$ cat config.mk
export PLATFORM = sky130hd
export DESIGN_NAME = bp_cfg_cmd_endpoint
export DESIGN_NICKNAME = d
export VERILOG_FILES = /design/src/rtl/bp_cfg_cmd_endpoint.sv
export SDC_FILE = /design/constraint.sdc
export NUM_CORES = 1
export LEC_CHECK = 0
export ABC_AREA = 1
export ABC_CLOCK_PERIOD_IN_PS = 3250
export CAP_MARGIN = 25
export CORE_AREA = 2 2 144 146
export DETAILED_ROUTE_END_ITERATION = 8
export DIE_AREA = 0 0 146 148
export PLACE_DENSITY = 0.77
export SYNTH_ARGS = -nofsm -noshare
export SYNTH_HDL_FRONTEND = slang
export SYNTH_SLANG_ARGS = --single-unit
$ cat constraint.sdc
create_clock -name clk_i -period 3.25 [get_ports clk_i]
set_input_delay 0.65 -clock clk_i [delete_from_list [all_inputs] [get_ports clk_i]]
set_output_delay 0.65 -clock clk_i [all_outputs]
set_load 0.01 [all_outputs]
$ cat src/rtl/bp_cfg_cmd_endpoint.sv
// Per-tile config-link slave: decodes uncached cfg commands into config registers and the
// CCE microcode RAM port, and returns exactly one response per command.
module bp_cfg_cmd_endpoint #(
  parameter int paddr_width_p         = 40,
  parameter int cfg_addr_width_p      = 16,
  parameter int cfg_dev_width_p       = 4,
  parameter int cce_id_width_p        = 6,
  parameter int cfg_dev_p             = 2,
  parameter int dword_width_p         = 64,
  parameter int vaddr_width_p         = 39,
  parameter int inst_ram_addr_width_p = 8,
  parameter int inst_width_p          = 48
) (
  input  logic                             clk_i,
  input  logic                             reset_n_i,
  input  logic [cce_id_width_p-1:0]        cce_id_i,

  input  logic                             cmd_v_i,
  output logic                             cmd_ready_o,
  input  logic                             cmd_wr_i,
  input  logic [paddr_width_p-1:0]         cmd_addr_i,
  input  logic [dword_width_p-1:0]         cmd_data_i,

  output logic                             resp_v_o,
  input  logic                             resp_yumi_i,
  output logic                             resp_wr_o,
  output logic [paddr_width_p-1:0]         resp_addr_o,
  output logic [dword_width_p-1:0]         resp_data_o,

  output logic                             reset_o,
  output logic                             freeze_o,
  output logic                             icache_mode_o,
  output logic                             dcache_mode_o,
  output logic                             cce_mode_o,
  output logic [vaddr_width_p-1:0]         npc_o,
  output logic                             npc_w_v_o,

  output logic                             ucode_v_o,
  output logic                             ucode_w_o,
  output logic [inst_ram_addr_width_p-1:0] ucode_addr_o,
  output logic [inst_width_p-1:0]          ucode_data_o,
  input  logic [inst_width_p-1:0]          ucode_data_i
);

  localparam int DevLsb = cfg_addr_width_p;
  localparam int CceLsb = cfg_addr_width_p + cfg_dev_width_p;
  localparam int NlLsb  = cfg_addr_width_p + cfg_dev_width_p + cce_id_width_p;
  localparam logic [31:0] RamBase = 32'h8000;
  localparam logic [31:0] RamEnd  = RamBase + (32'd1 << inst_ram_addr_width_p);

  typedef enum logic [1:0] {READY, UCODE_RD, RESP} state_e;

  state_e                        state_q;
  logic                          accept;
  logic                          hit;
  logic                          ram_hit;
  logic [cfg_addr_width_p-1:0]   a;
  logic [31:0]                   a_ext;
  logic [dword_width_p-1:0]      rd_data;
  logic                          resp_wr_q;
  logic [paddr_width_p-1:0]      resp_addr_q;
  logic [dword_width_p-1:0]      resp_data_q;
  logic                          unused_data;

  assign a     = cmd_addr_i[cfg_addr_width_p-1:0];
  assign a_ext = 32'(a);
  assign hit   = (cmd_addr_i[paddr_width_p-1:NlLsb] == '0)
              && (cmd_addr_i[NlLsb-1:CceLsb] == cce_id_i)
              && (cmd_addr_i[CceLsb-1:DevLsb] == cfg_dev_width_p'(cfg_dev_p));
  assign ram_hit = (a_ext >= RamBase) && (a_ext < RamEnd);

  // Gating with the reset pin keeps the accept path quiet while reset is held.
  assign cmd_ready_o = reset_n_i && (state_q == READY);
  assign accept      = cmd_v_i && cmd_ready_o;

  assign ucode_v_o    = accept && hit && ram_hit;
  assign ucode_w_o    = ucode_v_o && cmd_wr_i;
  assign ucode_addr_o = a[inst_ram_addr_width_p-1:0];
  assign ucode_data_o = cmd_data_i[inst_width_p-1:0];
  assign unused_data  = ^cmd_data_i[dword_width_p-1:inst_width_p];

  assign resp_v_o    = (state_q == RESP);
  assign resp_wr_o   = resp_wr_q;
  assign resp_addr_o = resp_addr_q;
  assign resp_data_o = resp_data_q;

  always_comb begin
    rd_data = '0;
    if (hit && !cmd_wr_i) begin
      case (a)
        16'h0001: rd_data = dword_width_p'(freeze_o);
        16'h0002: rd_data = dword_width_p'(reset_o);
        16'h0003: rd_data = dword_width_p'(icache_mode_o);
        16'h0004: rd_data = dword_width_p'(dcache_mode_o);
        16'h0005: rd_data = dword_width_p'(cce_mode_o);
        16'h0006: rd_data = dword_width_p'(npc_o);
        default:  rd_data = '0;
      endcase
    end
  end

  // Control: FSM and configuration registers; register writes commit on the accept edge.
  always_ff @(posedge clk_i or negedge reset_n_i) begin
    if (!reset_n_i) begin
      state_q       <= READY;
      reset_o       <= 1'b1;
      freeze_o      <= 1'b1;
      icache_mode_o <= 1'b0;
      dcache_mode_o <= 1'b0;
      cce_mode_o    <= 1'b0;
      npc_o         <= '0;
      npc_w_v_o     <= 1'b0;
    end else begin
      npc_w_v_o <= 1'b0;
      case (state_q)
        READY: begin
          if (accept) begin
            if (hit && cmd_wr_i) begin
              case (a)
                16'h0001: freeze_o      <= cmd_data_i[0];
                16'h0002: reset_o       <= cmd_data_i[0];
                16'h0003: icache_mode_o <= cmd_data_i[0];
                16'h0004: dcache_mode_o <= cmd_data_i[0];
                16'h0005: cce_mode_o    <= cmd_data_i[0];
                16'h0006: begin
                  npc_o     <= cmd_data_i[vaddr_width_p-1:0];
                  npc_w_v_o <= 1'b1;
                end
                default: ;
              endcase
            end
            state_q <= (hit && ram_hit && !cmd_wr_i) ? UCODE_RD : RESP;
          end
        end
        UCODE_RD: state_q <= RESP;
        RESP:     if (resp_yumi_i) state_q <= READY;
        default:  state_q <= READY;
      endcase
    end
  end

  // Response payload: datapath only, qualified by resp_v_o.
  always_ff @(posedge clk_i) begin
    if (accept) begin
      resp_wr_q   <= cmd_wr_i;
      resp_addr_q <= cmd_addr_i;
      resp_data_q <= rd_data;
    end else if (state_q == UCODE_RD) begin
      resp_data_q <= dword_width_p'(ucode_data_i);
    end
  end

  a_yumi_needs_v: assert property (@(posedge clk_i) disable iff (!reset_n_i)
                                   resp_yumi_i |-> resp_v_o);

endmodule

* Word level (Yosys, flattened, before mapping)
Cells that the tools add are included.
Word-level totals: output and inout bits 210, register bits after elaboration 152, memory bits (writable) 0, memory bits (read-only) 0, logic and storage cells 60, input port bits 163, memories kept 0, bits in latches 0
Cells by class: bitwise operators 0, divide/modulo/power cells 0, order comparisons 2, shifts and indexed selects 0, reductions and logical operators 23, add/subtract/negate cells 0, eq/ne operators 12, $mul 0, multiplexer cells 12
Operators with widths (count):
- $pmux W39 S6 | 1
- $mux W64 | 3
- $eq A16 B3 Y1 const B | 3
- $eq A16 B2 Y1 const B | 2
- $reduce_and A4 Y1 | 6
- $eq A16 B1 Y1 const B | 1
- $ge A16 B16 Y1 const B | 1
- $lt A16 B16 Y1 const B | 1
- $logic_not A14 Y1 | 1
- $logic_and A1 B1 Y1 | 12
- $eq A6 B6 Y1 | 1
- $mux W2 | 3
- $pmux W2 S3 | 1
- $eq A4 B2 Y1 const B | 1
- $mux W1 | 4
- $eq A2 B1 Y1 const B | 1
- $eq A2 B2 Y1 const B | 1
- $logic_not A2 Y1 | 1
- $ne A2 B1 Y1 const B | 1
- $ne A2 B2 Y1 const B | 1
- $reduce_and A2 Y1 | 1
- $reduce_bool A2 Y1 | 1
- $logic_not A1 Y1 | 1

* Longest topological paths before layout
word-level depth 8, gate-level depth with buffers 14, depth with buffers taken out 11

* Worst setup path after synthesis
Ideal clock, no wire load.
path kind input port to output port, start point input reset_n_i, end point output ucode_w_o, data required time 2.600 ns, setup slack 0.155 ns, path buffers 0, arrival 2.445 ns, stages on the path 6, cells stage by stage inv_1 -> nor2_2 -> nand2_2 -> inv_1 -> nand3_1 -> nor3_1
Between the ends: longest elaborated chain between the ends 5
Ends and longest elaborated chain:
- start: declaration | line 15 | input logic reset_n_i,
- $logic_and A1 B1 Y1 | line 73 | assign cmd_ready_o = reset_n_i && (state_q == READY);
- named net cmd_ready_o | line 19 | output logic cmd_ready_o,
- $logic_and A1 B1 Y1 | line 74 | assign accept = cmd_v_i && cmd_ready_o;
- named net accept | line 54 | logic accept;
- $logic_and A1 B1 Y1 (2 in a row) | line 76 | assign ucode_v_o = accept && hit && ram_hit;
- $logic_and A1 B1 Y1 | line 77 | assign ucode_w_o = ucode_v_o && cmd_wr_i;
- end: declaration | line 39 | output logic ucode_w_o,
The timed path passes the listed nets, and every way through them passes these cells.

* Worst setup path after layout
start point input cmd_addr_i[24], end point output ucode_w_o
Between the ends: longest elaborated chain between the ends 6
Ends and longest elaborated chain:
- start: declaration | line 21 | input logic [paddr_width_p-1:0] cmd_addr_i,
- $eq A6 B6 Y1 | line 68 | && (cmd_addr_i[NlLsb-1:CceLsb] == cce_id_i)
- $logic_and A1 B1 Y1 | line 68
- $logic_and A1 B1 Y1 | line 69 | && (cmd_addr_i[CceLsb-1:DevLsb] == cfg_dev_width_p'(cfg_dev_p));
- $logic_and A1 B1 Y1 (2 in a row) | line 76
- $logic_and A1 B1 Y1 | line 77
Every way passes these cells.

==> results.py <==
metrics = {
    "grt": {
        "grt_pass1_wl_mm": 32.26,
        "grt-ovfl-total": 0,
        "antenna_found_initial": 1,
        "grt_max_degree": 78,
        "first_global_vias": 5713,
        "grt.total_usage_pct": 19.61,
    },
    "detailed_routing": {
        "wl_per_cell_um": 16.04,
        "firstDrtPassIters": 5,
        "wl_met1_mm": 8.844,
        "drtAntennaViolNets": 0,
        "wirelength_mm": 21.27,
        "vias": 5824,
        "drc": 0,
        "drtIter0Drc": 300,
        "viasPerCell": 4.392,
        "top_layer_used": "met4",
        "wl_met3_mm": 1.374,
        "dr_wl_met2_mm": 10.60,
    },
    "cells_and_area": {
        "nNetsFinal": 1205,
        "syn_to_final_growth_pct": 52.94,
        "drive_above_1_share_pct": 5.687,
        "fin_util_pct": 52.09,
        "fin_cells": 1326,
    },
    "die": {
        "die_width_um": 146,
        "rows": 52,
        "core_um2": 20040,
        "die_h_um": 148,
        "io-pin-count": 373,
        "design.die.area_um2": 21610,
        "start_util_pct": 34.06,
    },
    "sta": {
        "tns_ps": 0,
        "hold_viol": 0,
        "fin_crit_ps": 2792,
        "setup_viol": 0,
        "fin_ws_ps": 458.4,
        "rsz0062_at_grt": "no",
        "worstMarginPinSlew_ps": 675.4,
        "fin_crit_sh_pct": 85.90,
        "max_freq_mhz": 358.2,
        "finalClockSkew_ps": 4.712,
        "final-max-slew-violation-count": 0,
        "slew_headroom_pct": 54.97,
    },
    "synth": {
        "synth-seq-cells": 136,
        "synth_cells": 777,
        "synth-seq-area-share_pct": 56.43,
        "synth_commonest_cells": "nand2_1 (209), inv_1 (158), edfxtp_1 (89)",
        "synthArstFlopShare_pct": 34.56,
        "ys.flop_type": "edfxtp_1",
        "synth_area_um2": 6825,
        "ys_types": 26,
        "yosysWarnings": 0,
        "synth_top_area_share_pct": 39.16,
        "synthTopCellsByArea": "edfxtp_1 (39%), dfrtp_1 (16%), nand2_1 (11%)",
        "synth_edf_count": 89,
        "postSynthAreaPerCell_um2": 8.784,
        "synthMostInstantiatedCell": "nand2_1",
        "synth_top_cell_by_area": "edfxtp_1",
    },
    "clock_tree": {
        "cts_sinks": 136,
        "htreeDepth": 4,
        "cts_resized": 0,
        "ctsHoldBuffers": 0,
        "root_buffer": "clkbuf_16",
        "worstSkewPairLatency_ps": 410,
        "clkSlewWorstSetupHoldPaths_ps": 60,
        "clk_path_buf_depth": 2,
        "cts_buffers": 17,
        "cts_tree": "built",
        "cts_setup_buffers": 0,
    },
    "setup_path": {
        "critPathMaxStageDelay_ps": 510,
        "path_max_fanout": 3,
        "crit_type": "in2out",
        "crit_top_cell": "nand2_1",
        "r2r_slack_ps": 1100,
        "critPathRequiredTime_ps": 2600,
        "critPathCaptureType": "primary output",
        "path_cells": "clkdlybuf4s50_1 -> inv_1 -> nand2_1 -> nand2_1 -> nor2_1 -> nand2_1 -> nor2_1 -> nand3_1 -> nor3_1 -> dlymetal6s2s_1",
        "startpoint_type": "input pin",
        "critical_path_arrival_ps": 2140,
        "critPathSlowestCell": "clkdlybuf4s50_1",
    },
    "placed_design": {
        "gp_congestion": 0.8128,
        "buffer_ports.inserted": 322,
        "dp_slack_ps": 91.49,
        "hpwl_mm": 15.57,
        "dp.cells": 1293,
    },
    "power_and_ir_drop": {
        "p_per_area_nw_per_um2": 424.0,
        "ir_drop_uv": 325.6,
        "leakagePower_nw": 4.603,
    },
    "run_status": {
        "status": "complete, no violations",
    },
    "flow_run": {
        "cap_viol_max_count": 0,
    },
    "worst_hold_path": {
        "hold_class": "in2async",
    },
}
[per-stage QoR]
step                instance area [µm²]  hold WS, ps  power [W]
floorplan                          6882        354.4   0.002204
global placement                   9849        497.8   0.002538
detailed placement                 9849        508.2   0.002548
CTS                               10430        433.2   0.004488
global route                      10440        460.4   0.004597
finish                            10440        399.2   0.004426
[worst max-delay path: cells and delay by family]
| family | cells | cell delay (ps) |
|---|---|---|
| AND/OR/NAND/NOR | 7 | 720 |
| buffers and inverters | 3 | 760 |
[state kept, by name, summed over array words and instances (netlist names)]
name,flops
resp_wr_o,1
resp_data_o,48
icache_mode_o,1
npc_w_v_o,1
cce_mode_o,1
reset_o,1
freeze_o,1
state_q,2
npc_o,39
resp_addr_o,40
dcache_mode_o,1
[metal layers]
| layer | vias up | track usage [%] |
|---|---|---|
| li1 | 2861 | - |
| met1 | 2688 | 23.60 |
| met2 | 238 | 33.82 |
| met3 | 37 | 5.370 |
| met4 | 0 | 7.136 |
| met5 | - | 0 |
[path summary, 6_finish.rpt]
kind	startpoint	to	cells past startpoint
worst max-delay path	cmd_addr_i[24]	ucode_w_o	10
worst min-delay path	reset_n_i	npc_o[34]	2
worst max register to register	state_q[1]	dcache_mode_o	8
worst min register to register	reset_o	reset_o	2
max in group asynchronous	reset_n_i	npc_o[15]	2
min in group clk_i	reset_o	reset_o	2
[cell usage in the layout, fill, tap and decap left out, types with 2 or more instances in the layout]
cell type,count
buf_12,3
buf_2,2
buf_4,10
clkbuf_16,17
clkdlybuf4s50_1,318
clkinvlp_4,3
conb_1,16
dfrtp_1,45
dfstp_2,2
dlymetal6s2s_1,2
edfxtp_1,89
inv_1,158
inv_2,2
inv_6,7
inv_8,3
nand2_1,208
nand2_2,2
nand3_1,11
nand4_1,46
nor2_1,51
nor2_2,3
nor3_1,9
o21ai_0,28
o21ai_1,10
[cells by family (layout without fill, tap and decap cells)]
family / count (synthesis) / after routing / synth area share (%)
and+or+nand+nor: 337 / 337 / 21.23
buffers and inverters: 264 / 527 / 19.38
DFF: 136 / 136 / 56.43
AOI/OAI and AO/OA: 38 / 38 / 2.786
other: 1 / 17 / 0.05494
xor gates and xnor gates: 1 / 1 / 0.1283
[layout make-up]
type / instances / area, µm²
fill: 1879 / 9600
timing repair buffer: 335 / 3353
multi-input combinational: 392 / 1712
tap: 270 / 337.8
clock inverter: 15 / 156.4
clock buffer: 17 / 425.4
inverter: 160 / 600.6
sequential: 136 / 3851
antenna: 1 / 2.502
[report_power, final]
part	total [W]	internal (W)	switching (W)	leakage, nW
clock	0.00192	0.00109	0.000830	0.278
combinational	0.000576	0.000316	0.000260	3.05
sequential	0.00193	0.00192	0.0000137	1.27
Note: power is estimated with default switching activity, not from simulation.
